==> src/rtl/r16_ntt_stage_ctrl_if.sv <==
// Control/handshake bundle between the radix-16 NTT stage sequencer and its
// host, data memory, twiddle ROM and R16_BU datapath.
interface r16_ntt_stage_ctrl_if #(
    parameter int unsigned GROUPS    = 16,
    parameter int unsigned MAX_STAGE = 4
);
    localparam int unsigned GW  = (GROUPS > 1) ? $clog2(GROUPS) : 1;
    localparam int unsigned SW  = (MAX_STAGE > 1) ? $clog2(MAX_STAGE) : 1;
    localparam int unsigned NSW = $clog2(MAX_STAGE) + 1;
    localparam int unsigned TW  = (GROUPS * MAX_STAGE > 1) ? $clog2(GROUPS * MAX_STAGE) : 1;

    logic           start;
    logic [NSW-1:0] num_stage;
    logic           hold;
    logic           busy;
    logic           done;
    logic           rd_en;
    logic [GW-1:0]  rd_group;
    logic [SW-1:0]  rd_stage;
    logic [TW-1:0]  tw_idx;
    logic           bu_valid;
    logic           wr_en;
    logic [GW-1:0]  wr_group;
    logic [SW-1:0]  wr_stage;

    modport master (
        output start, num_stage, hold,
        input  busy, done, rd_en, rd_group, rd_stage, tw_idx, bu_valid, wr_en, wr_group,
               wr_stage
    );

    modport slave (
        input  start, num_stage, hold,
        output busy, done, rd_en, rd_group, rd_stage, tw_idx, bu_valid, wr_en, wr_group,
               wr_stage
    );
endinterface

==> src/rtl/r16_ntt_stage_ctrl.sv <==
// Stage/group sequencer for a multi-stage radix-16 NTT on one R16_BU datapath,
// with a write-back delay line and a per-stage read-after-write barrier.
module r16_ntt_stage_ctrl #(
    parameter int unsigned GROUPS    = 16,
    parameter int unsigned MAX_STAGE = 4,
    parameter int unsigned BU_LAT    = 20,
    parameter int unsigned RD_LAT    = 1
) (
    input logic                  clk,
    input logic                  rst,
    r16_ntt_stage_ctrl_if.slave  bus
);
    localparam int unsigned GW  = (GROUPS > 1) ? $clog2(GROUPS) : 1;
    localparam int unsigned SW  = (MAX_STAGE > 1) ? $clog2(MAX_STAGE) : 1;
    localparam int unsigned NSW = $clog2(MAX_STAGE) + 1;
    localparam int unsigned TW  = (GROUPS * MAX_STAGE > 1) ? $clog2(GROUPS * MAX_STAGE) : 1;
    localparam int unsigned DLY = RD_LAT + BU_LAT;
    localparam int unsigned OW  = $clog2(DLY + 2);

    typedef enum logic [1:0] {StIdle, StIssue, StDrain, StDone} state_e;

    typedef struct packed {
        logic          v;
        logic [GW-1:0] g;
        logic [SW-1:0] s;
    } dl_t;

    state_e         state_q, state_d;
    logic [NSW-1:0] num_q, num_d;
    logic [SW-1:0]  stage_q, stage_d;
    logic [GW-1:0]  group_q, group_d;
    logic           rd_en_q, rd_en_d;
    logic [GW-1:0]  rd_group_q, rd_group_d;
    logic [SW-1:0]  rd_stage_q, rd_stage_d;
    logic [TW-1:0]  tw_idx_q, tw_idx_d;
    logic           busy_q, busy_d;
    logic           done_q, done_d;
    logic [OW-1:0]  outst_q, outst_d;
    dl_t            dl_q [DLY];
    dl_t            dl_d [DLY];
    logic           wr_en;

    assign wr_en = dl_q[DLY-1].v;

    always_comb begin
        dl_d[0] = '{v: rd_en_q, g: rd_group_q, s: rd_stage_q};
        for (int i = 1; i < DLY; i++) dl_d[i] = dl_q[i-1];

        unique case ({rd_en_q, wr_en})
            2'b10:   outst_d = outst_q + OW'(1);
            2'b01:   outst_d = outst_q - OW'(1);
            default: outst_d = outst_q;
        endcase

        state_d    = state_q;
        num_d      = num_q;
        stage_d    = stage_q;
        group_d    = group_q;
        rd_en_d    = 1'b0;
        rd_group_d = rd_group_q;
        rd_stage_d = rd_stage_q;
        tw_idx_d   = tw_idx_q;
        done_d     = 1'b0;
        busy_d     = (state_q == StIssue) || (state_q == StDrain);

        unique case (state_q)
            StIdle: begin
                if (bus.start) begin
                    num_d   = (bus.num_stage > NSW'(MAX_STAGE)) ? NSW'(MAX_STAGE) : bus.num_stage;
                    stage_d = '0;
                    group_d = '0;
                    state_d = StIssue;
                end
            end
            StIssue: begin
                // An empty transform passes through DRAIN so done keeps its usual spacing.
                if (num_q == '0) begin
                    state_d = StDrain;
                end else if (!bus.hold) begin
                    rd_en_d    = 1'b1;
                    rd_group_d = group_q;
                    rd_stage_d = stage_q;
                    tw_idx_d   = TW'(int'(stage_q) * int'(GROUPS) + int'(group_q));
                    if (group_q == GW'(GROUPS - 1)) begin
                        group_d = '0;
                        state_d = StDrain;
                    end else begin
                        group_d = group_q + GW'(1);
                    end
                end
            end
            StDrain: begin
                // Leave on the cycle the stage's last write-back is presented.
                if (outst_d == '0) begin
                    if (int'(stage_q) + 1 >= int'(num_q)) begin
                        done_d  = 1'b1;
                        state_d = StDone;
                    end else begin
                        stage_d = stage_q + SW'(1);
                        group_d = '0;
                        state_d = StIssue;
                    end
                end
            end
            StDone: state_d = StIdle;
            default: state_d = StIdle;
        endcase
    end

    always_ff @(posedge clk or negedge rst) begin
        if (!rst) begin
            state_q    <= StIdle;
            num_q      <= '0;
            stage_q    <= '0;
            group_q    <= '0;
            rd_en_q    <= 1'b0;
            rd_group_q <= '0;
            rd_stage_q <= '0;
            tw_idx_q   <= '0;
            busy_q     <= 1'b0;
            done_q     <= 1'b0;
            outst_q    <= '0;
            for (int i = 0; i < DLY; i++) dl_q[i] <= '0;
        end else begin
            state_q    <= state_d;
            num_q      <= num_d;
            stage_q    <= stage_d;
            group_q    <= group_d;
            rd_en_q    <= rd_en_d;
            rd_group_q <= rd_group_d;
            rd_stage_q <= rd_stage_d;
            tw_idx_q   <= tw_idx_d;
            busy_q     <= busy_d;
            done_q     <= done_d;
            outst_q    <= outst_d;
            for (int i = 0; i < DLY; i++) dl_q[i] <= dl_d[i];
        end
    end

    assign bus.busy     = busy_q;
    assign bus.done     = done_q;
    assign bus.rd_en    = rd_en_q;
    assign bus.rd_group = rd_group_q;
    assign bus.rd_stage = rd_stage_q;
    assign bus.tw_idx   = tw_idx_q;
    assign bus.bu_valid = dl_q[RD_LAT-1].v;
    assign bus.wr_en    = wr_en;
    assign bus.wr_group = dl_q[DLY-1].g;
    assign bus.wr_stage = dl_q[DLY-1].s;
endmodule
==> src/flat_wrapper.sv <==
// flat-port wrapper written by rule: the top's interface ports become plain ports
module r16_ntt_stage_ctrl_flat 
#(
    parameter int unsigned GROUPS    = 16,
    parameter int unsigned MAX_STAGE = 4,
    parameter int unsigned BU_LAT    = 20,
    parameter int unsigned RD_LAT    = 1
)
  (clk, rst, bus_start, bus_num_stage, bus_hold, bus_busy, bus_done, bus_rd_en, bus_rd_group, bus_rd_stage, bus_tw_idx, bus_bu_valid, bus_wr_en, bus_wr_group, bus_wr_stage);
  r16_ntt_stage_ctrl_if #(.GROUPS(GROUPS), .MAX_STAGE(MAX_STAGE)) bus_i ();
  input logic clk;
  input logic rst;
  input wire logic [$bits(bus_i.start)-1:0] bus_start;
  input wire logic [$bits(bus_i.num_stage)-1:0] bus_num_stage;
  input wire logic [$bits(bus_i.hold)-1:0] bus_hold;
  output wire logic [$bits(bus_i.busy)-1:0] bus_busy;
  output wire logic [$bits(bus_i.done)-1:0] bus_done;
  output wire logic [$bits(bus_i.rd_en)-1:0] bus_rd_en;
  output wire logic [$bits(bus_i.rd_group)-1:0] bus_rd_group;
  output wire logic [$bits(bus_i.rd_stage)-1:0] bus_rd_stage;
  output wire logic [$bits(bus_i.tw_idx)-1:0] bus_tw_idx;
  output wire logic [$bits(bus_i.bu_valid)-1:0] bus_bu_valid;
  output wire logic [$bits(bus_i.wr_en)-1:0] bus_wr_en;
  output wire logic [$bits(bus_i.wr_group)-1:0] bus_wr_group;
  output wire logic [$bits(bus_i.wr_stage)-1:0] bus_wr_stage;
  assign bus_i.start = bus_start;
  assign bus_i.num_stage = bus_num_stage;
  assign bus_i.hold = bus_hold;
  assign bus_busy = bus_i.busy;
  assign bus_done = bus_i.done;
  assign bus_rd_en = bus_i.rd_en;
  assign bus_rd_group = bus_i.rd_group;
  assign bus_rd_stage = bus_i.rd_stage;
  assign bus_tw_idx = bus_i.tw_idx;
  assign bus_bu_valid = bus_i.bu_valid;
  assign bus_wr_en = bus_i.wr_en;
  assign bus_wr_group = bus_i.wr_group;
  assign bus_wr_stage = bus_i.wr_stage;
  r16_ntt_stage_ctrl #(.GROUPS(GROUPS), .MAX_STAGE(MAX_STAGE), .BU_LAT(BU_LAT), .RD_LAT(RD_LAT)) u_core (.clk(clk), .rst(rst), .bus(bus_i));
endmodule
==> config.mk <==
export PLATFORM = sky130hd
export DESIGN_NAME = r16_ntt_stage_ctrl_flat
export DESIGN_NICKNAME = d
export VERILOG_FILES = /design/src/rtl/r16_ntt_stage_ctrl_if.sv /design/src/rtl/r16_ntt_stage_ctrl.sv /design/src/flat_wrapper.sv
export SDC_FILE = /design/constraint.sdc
export NUM_CORES = 1
export LEC_CHECK = 0
export CAP_MARGIN = 0
export CELL_PAD_IN_SITES_DETAIL_PLACEMENT = 1
export CELL_PAD_IN_SITES_GLOBAL_PLACEMENT = 2
export CORE_MARGIN = 4
export CORE_UTILIZATION = 47
export DETAILED_ROUTE_END_ITERATION = 10
export PLACE_DENSITY = 0.81
export SLEW_MARGIN = 20
export SYNTH_ARGS = -nofsm -noshare
export SYNTH_HDL_FRONTEND = slang
export SYNTH_SLANG_ARGS = --single-unit
==> constraint.sdc <==
create_clock -name clk -period 5.9 [get_ports clk]
set_clock_uncertainty 0.15 [all_clocks]
set_input_delay 1.18 -clock clk [delete_from_list [all_inputs] [get_ports clk]]
set_output_delay 1.18 -clock clk [all_outputs]
set_load 0.005 [all_outputs]
==> impl_results.md <==
- Peak Freq: approximately 340 MHz
- Synthesized Nets: around 340
- Leakage Power: 0.00313 µW
- First-pass GRT wire length: roughly 15000 µm
- Root buffer cell: clkbuf_16
- Crit-path slowest cell: dfrtp_1
- CTS tree: built
- Vias in the first global route: around 2900
- Internal power: between 2000 and 2500 µW
- CP Max Fanout: 8
- CP Class: flip-flop to flip-flop
- Resized cells post-CTS: 0
- Setup bufs post-CTS: 0
- Port buffer count: 29
- Die area: around 13000 µm²
- Most used DFF post-synth: dfrtp_1
- Top cells by count, synth: 172 x dfrtp_1, 15 x nand2_1, 13 x ha_1
- Reg2Reg Depth: 10
- Minimum clock period: between 2 and 3 ns
- Reg2Reg Capture Point: u_core.group_q[0]
- Clock share of power: around 30%
- Seq cells post-synth: between 150 and 200
- DR WL/cell: roughly 17 µm
- Sequential share of the synthesized area: between 80% and 90%
- Post-synthesis cell count: 317
- DRC errors left: 0
- Routed WL: about 8300 µm
- Total grt overflow: 0
- Drt pass-1 iters: 4
- Post-synth top area cell: dfrtp_1
- Net switching power: approximately 900 µW
- Peak supply drop: 0.287 mV
- Area growth, synth to finish: 16.8%
- I/O pins: 30
- Setup Viol. Count Final: 0
- Core area: about 11000 µm²
- DRT antenna net count: 0
- H-tree depth: 4
- Crit-path cells: inv_1 > ha_1 > xor2_1 > ha_1 > a21oi_1 > xor2_1 > nor4b_1 > or2_2 > a31oi_4 > mux2_1
- Max-slew violations: 0
- Hold_buf cts: 0
- Hold Fails Final Rpt: 0
- Max Root-Sink Buffers: 2
- WHS Path Cells: 0
- Tot GR Track Use: between 10% and 20%
- Initial drt markers: between 100 and 150
- Clk slew on worst S/H paths: ~0.060 ns
- Endpoint type of the worst setup path: flip-flop
- Pre-CTS WS: between 2 and 3 ns
- Worst path max stage delay: between 0.3 and 0.4 ns
- R2R setup slack: 2.97 ns
- Effective utilization at floorplan: 48.7%
- Syn_area_per_cell: about 17 µm²
- Clock sinks: around 170
- Initial antenna violation count: 0
- Number of flops mapped to enable cells by yosys: 0
- Largest net degree at the start of global routing: approximately 130
- Drt via density: 4.85
- Die W: around 110 µm
- Worst rel slew slack: a little under two fifths
- Synth top area cells: dfrtp_1 80%, ha_1 3.0%, buf_4 1.7%, mux2_1 1.7%, nand2_1 1.1%
- Power Density: 522 nW/µm²
- Total negative slack: 0 ns
- Max-cap violations: 0
- Hold path start: u_core.dl_d[133]
- Unrepaired setup endpoints after global routing: no
- Final period utilization: around 50%
- Die height: between 100 and 150 µm
- Status: complete, no violations
- Mapped cell area: approximately 5300 µm²
- Hpwl dp: around 4900 µm
- Sequential Power Share: roughly 50%
- Yosys cell types: 45
- R2R Path Start: u_core.bus.rd_en
- Hold WC Path Type: flip-flop to flip-flop
- Worst hold path endpoint: u_core.dl_d[126]
- Nets: 370
- Comb pwr share: 18.8%
- Ant. Diodes: 0
- CP required: 6.04 ns
- TritonCTS buffer count: 17
- Asr flop ratio synth: 100%
- Most frequent cell after synthesis: dfrtp_1
- Final worst slack: roughly 3.0 ns
- Rows: 38
- Synth Warn #: 0
- Layout cells sized above 1: 9.70%
- Critical path launch point type: flip-flop
- Gpl congestion: ~0.73
- Via count: roughly 2400
- Sw frac: between 20% and 30%
- Worst-margin pin slew: roughly 0.93 ns
- Clk_lat worst skew: just over 0.4 ns
- Yosys top cell area share: between 80% and 90%
- Arrival time at the worst endpoint: 3.07 ns
power by group through the flow:
stage                     Sequential [µW]  Clock, µW  Combinational [µW]
after global placement               1650          0                 593
final                                1660        991                 613
after global routing                 1700       1080                 691
after detailed placement             1680          0                 616
after floorplan                      1610          0                 441
after CTS                            1670       1020                 625
registers in the layout (all words and copies together), names as in the netlist, 2 cells and up:
name / flops
u_core.num_q: 3
u_core.bus.tw_idx: 6
u_core.stage_q: 2
u_core.bus.wr_group: 4
u_core.group_q: 4
u_core.bus.wr_stage: 2
u_core.dl_d: 139
u_core.outst_q: 5
u_core.state_q: 2
how the worst max path moves through the flow:
| stage | from | to | slack [ns] |
|---|---|---|---|
| 6_report | u_core.bus.rd_en | u_core.group_q[0] | 2.97 |
| 5_1_grt | u_core.bus.rd_en | u_core.group_q[0] | 2.72 |
| 4_1_cts | u_core.bus.rd_en | u_core.group_q[0] | 2.93 |
| 3_5_place_dp | bus_start | u_core.group_q[3] | 2.59 |
| 3_3_place_gp | bus_start | u_core.group_q[3] | 2.69 |
| 2_1_floorplan | u_core.bus.wr_en | u_core.group_q[0] | 3.23 |
stage by stage:
stage / instances / power (µW) / utilization, % / area [µm²] / hold WS (ns)
after floorplan: 317 / 2050 / - / 5350 / 0.181
after global placement: 471 / 2250 / 52.0 / 5710 / 0.182
after detailed placement: 471 / 2290 / 52.0 / 5710 / 0.186
after CTS: 501 / 3320 / 56.9 / 6240 / 0.198
after global routing: 501 / 3470 / 56.9 / 6250 / 0.203
final: 501 / 3260 / 56.9 / 6250 / 0.196
layer usage:
layer,vias up,routed length [µm],GRT usage (%)
met3,10,320,5.60
li1,1114,-,-
met2,48,4200,23.3
met4,0,121,6.65
met5,-,0,0
met1,1259,3670,18.7
worst max-delay path, delay by kind of cell (launching register included):
family	cells	cell delay [ns]
muxes	1	0.35
and+or+nand+nor	2	0.46
adders and majority gates	2	0.52
DFF	1	0.39
buffers and inverters	1	0.08
xor gates and xnor gates	2	0.47
AOI/OAI and AO/OA	2	0.38
kinds of logic after synthesis:
kind of cell / Yosys count / share of synthesized area, %
XOR/XNOR: 6 / 0.983
AO/OA/AOI/OAI: 31 / 4.66
multiplexers: 11 / 2.27
buffers and inverters: 24 / 2.57
flip-flops: 172 / 80.5
AND/OR/NAND/NOR: 60 / 5.99
adder cells (fa/ha/maj): 13 / 3.04
layout make-up:
cell class                      count  area [µm²]
Tap cell                          140         175
Fill cell                        1010        4740
Clock buffer                       24         492
Multi-Input combinational cell    121         906
Inverter                            8        30.0
Timing Repair Buffer               30         302
Sequential cell                   172        4300
Clock inverter                      6        38.8
layout by cell type, fill, tap and decap left out, drive strengths merged, types with 2 or more instances in the layout:
| cell type | count |
|---|---|
| clkbuf | 25 |
| clkdlybuf4s50 | 28 |
| mux2 | 9 |
| o21ai | 8 |
| nor2 | 10 |
| a21o | 4 |
| clkinv | 4 |
| a211oi | 2 |
| nand2 | 15 |
| ha | 13 |
| nor3 | 5 |
| o21a | 2 |
| dfrtp | 172 |
| nor3b | 3 |
| or3 | 3 |
| nand3b | 2 |
| clkinvlp | 2 |
| o211ai | 5 |
| nor4b | 2 |
| mux2i | 2 |
| xor2 | 5 |
| nand3 | 8 |
| inv | 8 |
| nand2b | 6 |
Power figures use the tool's default switching activity.
